### config.mk
export PLATFORM = sky130hd
export DESIGN_NAME = alu_wb_buffer
export DESIGN_NICKNAME = d
export VERILOG_FILES = /design/src/rtl/alu_wb_buffer_pkg.sv /design/src/rtl/alu_wb_buffer_wb_fifo_mem.sv /design/src/rtl/alu_wb_buffer.sv
export SDC_FILE = /design/constraint.sdc
export NUM_CORES = 1
export LEC_CHECK = 0
export ABC_AREA = 1
export BUFFER_PORTS_ARGS = -buffer_cell sky130_fd_sc_hd__buf_2
export CORE_UTILIZATION = 51
export CTS_CLUSTER_SIZE = 30
export DETAILED_ROUTE_END_ITERATION = 7
export HOLD_SLACK_MARGIN = 0.12
export PLACE_DENSITY = 0.8
export SLEW_MARGIN = 20
export SYNTH_ARGS = -nofsm -noshare
export SYNTH_HDL_FRONTEND = slang
export SYNTH_SLANG_ARGS = --single-unit
export TNS_END_PERCENT = 5
### constraint.sdc
create_clock -name clk -period 3 [get_ports clk]
set_clock_uncertainty 0.05 [all_clocks]
set_input_delay 0.15 -clock clk [delete_from_list [all_inputs] [get_ports clk]]
set_output_delay 0.15 -clock clk [all_outputs]
set_load 0.03 [all_outputs]
### src/rtl/alu_wb_buffer_pkg.sv
// Shared constants for the ALU / writeback buffer / register-file path.
// Flag bit positions are common to alu, alu_wb_buffer and reg_file.
package alu_wb_buffer_pkg;

    localparam int DATA_WIDTH     = 32;
    localparam int REG_ADDR_WIDTH = 5;

    localparam int FLAG_ZERO  = 0;
    localparam int FLAG_CARRY = 1;
    localparam int FLAG_OVF   = 2;
    localparam int FLAG_W     = 3;

endpackage

### src/rtl/alu_wb_buffer_wb_fifo_mem.sv
// Entry storage for the writeback buffer.
// Synchronous write, asynchronous read, no reset on contents.
module wb_fifo_mem
    import alu_wb_buffer_pkg::*;
#(
    parameter int WIDTH = 41,
    parameter int DEPTH = 4,
    parameter int PTR_W = $clog2(DEPTH)
) (
    input  logic             clk,
    input  logic             we,
    input  logic [PTR_W-1:0] waddr,
    input  logic [WIDTH-1:0] wdata,
    input  logic [PTR_W-1:0] raddr,
    output logic [WIDTH-1:0] rdata
);

    logic [WIDTH-1:0] mem_q [DEPTH];

    // Write the accepted entry into its slot
    always_ff @(posedge clk) begin
        if (we) begin
            mem_q[waddr] <= wdata;
        end
    end

    assign rdata = mem_q[raddr];

endmodule

### src/rtl/alu_wb_buffer.sv
// ALU result buffer feeding register-file writeback.
// First-word-fall-through FIFO with sticky overflow and occupancy.
module alu_wb_buffer
    import alu_wb_buffer_pkg::*;
#(
    parameter int DATA_WIDTH = alu_wb_buffer_pkg::DATA_WIDTH,
    parameter int ADDR_WIDTH = alu_wb_buffer_pkg::REG_ADDR_WIDTH,
    parameter int DEPTH      = 4
) (
    input  logic                    clk,
    input  logic                    rst,
    input  logic                    in_valid,
    output logic                    in_ready,
    input  logic [DATA_WIDTH-1:0]   in_result,
    input  logic                    in_zero,
    input  logic                    in_carry,
    input  logic                    in_overflow,
    input  logic [ADDR_WIDTH-1:0]   in_rd,
    input  logic                    in_wen,
    output logic                    out_valid,
    input  logic                    out_ready,
    output logic [DATA_WIDTH-1:0]   out_result,
    output logic [ADDR_WIDTH-1:0]   out_rd,
    output logic                    out_wen,
    output logic [2:0]              out_flags,
    output logic                    sticky_ovf,
    input  logic                    sticky_clr,
    output logic [$clog2(DEPTH):0]  occupancy
);

    localparam int PTR_W   = $clog2(DEPTH);
    localparam int CNT_W   = PTR_W + 1;
    localparam int ENT_W   = DATA_WIDTH + ADDR_WIDTH + 4;
    localparam int FLG_LSB = DATA_WIDTH;
    localparam int RD_LSB  = DATA_WIDTH + 3;
    localparam int WEN_BIT = DATA_WIDTH + 3 + ADDR_WIDTH;

    localparam logic [CNT_W-1:0] FULL_CNT = CNT_W'(DEPTH);

    logic [PTR_W-1:0] wr_ptr_q, wr_ptr_d;
    logic [PTR_W-1:0] rd_ptr_q, rd_ptr_d;
    logic [CNT_W-1:0] occ_q, occ_d;
    logic             sticky_q, sticky_d;

    logic             push;
    logic             pop;
    logic [ENT_W-1:0] wr_entry;
    logic [ENT_W-1:0] head;
    logic             head_wen;

    assign in_ready  = (occ_q != FULL_CNT);
    assign out_valid = (occ_q != '0);
    assign push      = in_valid & in_ready;
    assign pop       = out_valid & out_ready;

    assign wr_entry = {in_wen, in_rd, in_overflow,
                       in_carry, in_zero, in_result};

    wb_fifo_mem #(
        .WIDTH (ENT_W),
        .DEPTH (DEPTH),
        .PTR_W (PTR_W)
    ) u_mem (
        .clk   (clk),
        .we    (push),
        .waddr (wr_ptr_q),
        .wdata (wr_entry),
        .raddr (rd_ptr_q),
        .rdata (head)
    );

    // Head entry fields; x0 and an empty buffer never write
    always_comb begin
        out_result = head[DATA_WIDTH-1:0];
        out_rd     = head[RD_LSB +: ADDR_WIDTH];
        head_wen   = head[WEN_BIT];
        out_flags  = '0;
        out_flags[FLAG_ZERO]  = head[FLG_LSB + FLAG_ZERO];
        out_flags[FLAG_CARRY] = head[FLG_LSB + FLAG_CARRY];
        out_flags[FLAG_OVF]   = head[FLG_LSB + FLAG_OVF];
        out_wen = out_valid & head_wen & (out_rd != '0);
    end

    assign sticky_ovf = sticky_q;
    assign occupancy  = occ_q;

    // Next pointers, occupancy and sticky overflow
    always_comb begin
        wr_ptr_d = wr_ptr_q;
        rd_ptr_d = rd_ptr_q;
        occ_d    = occ_q;
        if (push) begin
            wr_ptr_d = wr_ptr_q + PTR_W'(1);
        end
        if (pop) begin
            rd_ptr_d = rd_ptr_q + PTR_W'(1);
        end
        unique case ({push, pop})
            2'b10:   occ_d = occ_q + CNT_W'(1);
            2'b01:   occ_d = occ_q - CNT_W'(1);
            default: occ_d = occ_q;
        endcase
        sticky_d = (sticky_q & ~sticky_clr) | (push & in_overflow);
    end

    // Control state registers; reset drops all entries
    always_ff @(posedge clk) begin
        if (rst) begin
            wr_ptr_q <= '0;
            rd_ptr_q <= '0;
            occ_q    <= '0;
            sticky_q <= 1'b0;
        end else begin
            wr_ptr_q <= wr_ptr_d;
            rd_ptr_q <= rd_ptr_d;
            occ_q    <= occ_d;
            sticky_q <= sticky_d;
        end
    end

endmodule
==> flow_summary.yaml <==
run_status:
  status: "complete, no violations"
sta:
  fin_crit_ns: 2.29
  fmax_ghz: 0.438
  worst_slew_pin_slew_ns: 0.703
  rsz0062_at_grt: "no"
  layout_setup_ws_ns: 0.715
  finalSetupViolCount: 0
  hold_viol: 0
  setup_tns_ns: 0
  final_max_slew_viol_count: 0
  slew_headroom_pct: 53.1
  fin_crit_sh_pct: 76.2
job:
  maxCapViolations: 0
route:
  wl_met1_microns: 5930
  drt_iter0_drc: 413
  detail-route-antenna-nets: 0
  dr_wl_met3_microns: 1150
  routedWlPerCell_microns: 17.7
  drt-pass1-iter-count: 5
  met2_wirelength_microns: 6920
  highest_layer: "met4"
  via_per_inst: 5.46
  drc: 0
  routed_wl_microns: 14200
  num_vias: 4383
power:
  power.density_mw_per_mm2: 874
  peakVddDrop_mv: 0.550
  p_clk_share_pct: 28.1
  combPwrFrac_pct: 30.4
  p_switching_mw: 2.58
  p_sw_share_pct: 35.8
  seq_power_share_pct: 41.5
  total_power_mw: 7.21
  p_int_mw: 4.63
  p_leak_nw: 3.02
logic_synthesis:
  ys_warn_count: 0
  synthCells: 481
  ys_types: 26
  synthTopCellsByArea: "edfxtp_1, o21ai_0, nor2_1"
  synth_area_sq_mm: 0.00665
  synth_seq_cells: 174
  yosys.area.top_type: "edfxtp_1"
  syn_nets: 533
  syn_avg_cell_area_sq_um: 13.8
  synth_top_area_share_pct: 74.1
  yosysSeqAreaShare_pct: 77.1
global_routing:
  grt_max_degree: 83
  gr-total-overflow: 0
  grt_pass1_vias: 4277
  grt_antenna_before_repair: 0
  grt_pass1_wl_microns: 21800
  grt_use_total_pct: 22.0
clocking:
  cts_buffer_depth: 2
  postCtsSetupRepairBufs: 0
  ctsHoldBuffers: 45
  cts_buffers: 17
  cts_htree_levels: 4
  tritoncts: "built"
  clk_pin_slew_ns: 0.06
  clkSinkCount: 174
  ctsResizeCount: 0
  worstSkewPairLatency_ns: 0.42
  root_buffer: "clkbuf_16"
layout:
  nFillCells: 909
  utilization_pct: 65.1
  ff_latch_area_sq_mm: 0.00513
  area_delta_synth_final_pct: 24.1
  multi_input_area_sq_mm: 0.00130
  nets: 671
  drive_gt1_share_pct: 23.1
  diodes: 0
floorplan:
  dieArea_sq_mm: 0.0135
  die_h_microns: 116
  floorplan.initialDensity_pct: 52.5
  ioPinCount: 93
  dieWidth_microns: 116
  num_rows: 41
  core_sq_mm: 0.0127
place:
  hpwl_microns: 7930
  dp_slack_ns: 0.929
  finalWeightedCongestion: 0.828
  io_buffers: 92
critical_path:
  crit_path_end_kind: "primary output"
  crit_type: "flip-flop to primary output"
  critPathMaxFanout: 82
  crit_arrival_ns: 2.09
  cp.required_ns: 2.80
  r2r_start: "occupancy[0]"
  critPathLaunchType: "flip-flop"
worst_hold_path:
  hold_class: "primary input to flip-flop"
  hold_start: "in_valid"
==> final cells by class <==
| class | instances | area share (%) |
|---|---|---|
| Tap cell | 172 | 2.61 |
| Sequential cell | 174 | 62.2 |
| Inverter | 22 | 1.06 |
| Clock buffer | 17 | 5.16 |
| Multi-Input combinational cell | 259 | 15.8 |
| Clock inverter | 14 | 1.47 |
| Timing Repair Buffer | 145 | 11.8 |
==> per-stage QoR <==
stage	instances	hold WS, ns	area (sq um)
after floorplan	481	0.199	6650
after global placement	727	0.313	7250
after detailed placement	727	0.318	7250
after CTS	803	0.168	8250
after global routing	803	0.221	8250
final	803	0.174	8250
==> Yosys cell counts, drive strengths merged <==
library cell / instances
edfxtp: 164
nor2: 81
o21ai: 73
nand2: 38
o22ai: 36
inv: 22
buf: 13
clkbuf: 13
nand3: 13
dfxtp: 10
a21oi: 7
ha: 5
a211oi: 2
fa: 1
nor3: 1
o21bai: 1
xor2: 1
==> sequential cells by signal (all words and copies together) (netlist names), named ones only <==
register / flops
occupancy: 3
rd_ptr_q: 2
sticky_ovf: 1
u_mem.mem_q: 164
wr_ptr_q: 2
==> worst paths after layout <==
path             endpoint  slack [ns]  cells past startpoint
min reg2reg   rd_ptr_q[0]        0.45                      1
max               out_wen        0.71                      8
min           wr_ptr_q[0]        0.17                      4
max reg2reg  occupancy[2]        0.88                     11
==> cells in the final DEF, fill, tap and decap left out <==
master / n
nand2_1: 34
nor2_4: 4
inv_6: 3
clkinvlp_4: 4
clkinv_2: 2
edfxtp_1: 164
nor2_1: 77
bufinv_16: 1
clkinv_1: 2
o21ai_0: 66
nand3_1: 12
nand2_2: 4
buf_4: 8
clkbuf_16: 17
buf_2: 92
clkinv_4: 3
o21bai_1: 1
nor3_1: 1
a211oi_1: 2
o22ai_1: 36
dfxtp_1: 9
dfxtp_2: 1
nand3_2: 1
xor2_1: 1
a21oi_1: 7
inv_1: 15
o21ai_1: 7
inv_2: 6
dlygate4sd3_1: 45
fa_1: 1
ha_1: 5
==> kinds of logic after synthesis <==
| family | count (synthesis) | share of synthesized area (%) |
|---|---|---|
| XOR/XNOR | 1 | 0.132 |
| flip-flops | 174 | 77.1 |
| AO/OA/AOI/OAI | 119 | 9.75 |
| buffers and inverters | 48 | 3.76 |
| adder cells (fa/ha/maj) | 6 | 1.24 |
| AND/OR/NAND/NOR | 133 | 8.00 |
==> critical path, cell delays in order, from the launching register on <==
cell,delay [ns]
dfxtp_2,0.35
inv_6,0.41
nand2_1,0.18
nand3_1,0.13
nand2_1,0.11
nand3_1,0.10
nor2_1,0.06
nor2_1,0.10
buf_2,0.21
==> per-layer routing <==
| metal | global-route usage [%] | vias up |
|---|---|---|
| li1 | - | 2029 |
| met2 | 35.9 | 200 |
| met3 | 6.43 | 24 |
| met4 | 7.26 | 0 |
| met1 | 28.6 | 2130 |
| met5 | 0 | - |
==> power by group through the flow <==
stage,Clock (mW),Sequential [mW],Combinational (mW)
after floorplan,0,3.07,1.51
after global placement,0,3.03,2.08
after detailed placement,0,3.04,2.14
after CTS,2.04,2.99,2.20
after global routing,2.15,3.01,2.35
final,2.03,2.99,2.19
No activity file was read; power rests on OpenSTA's default activity.
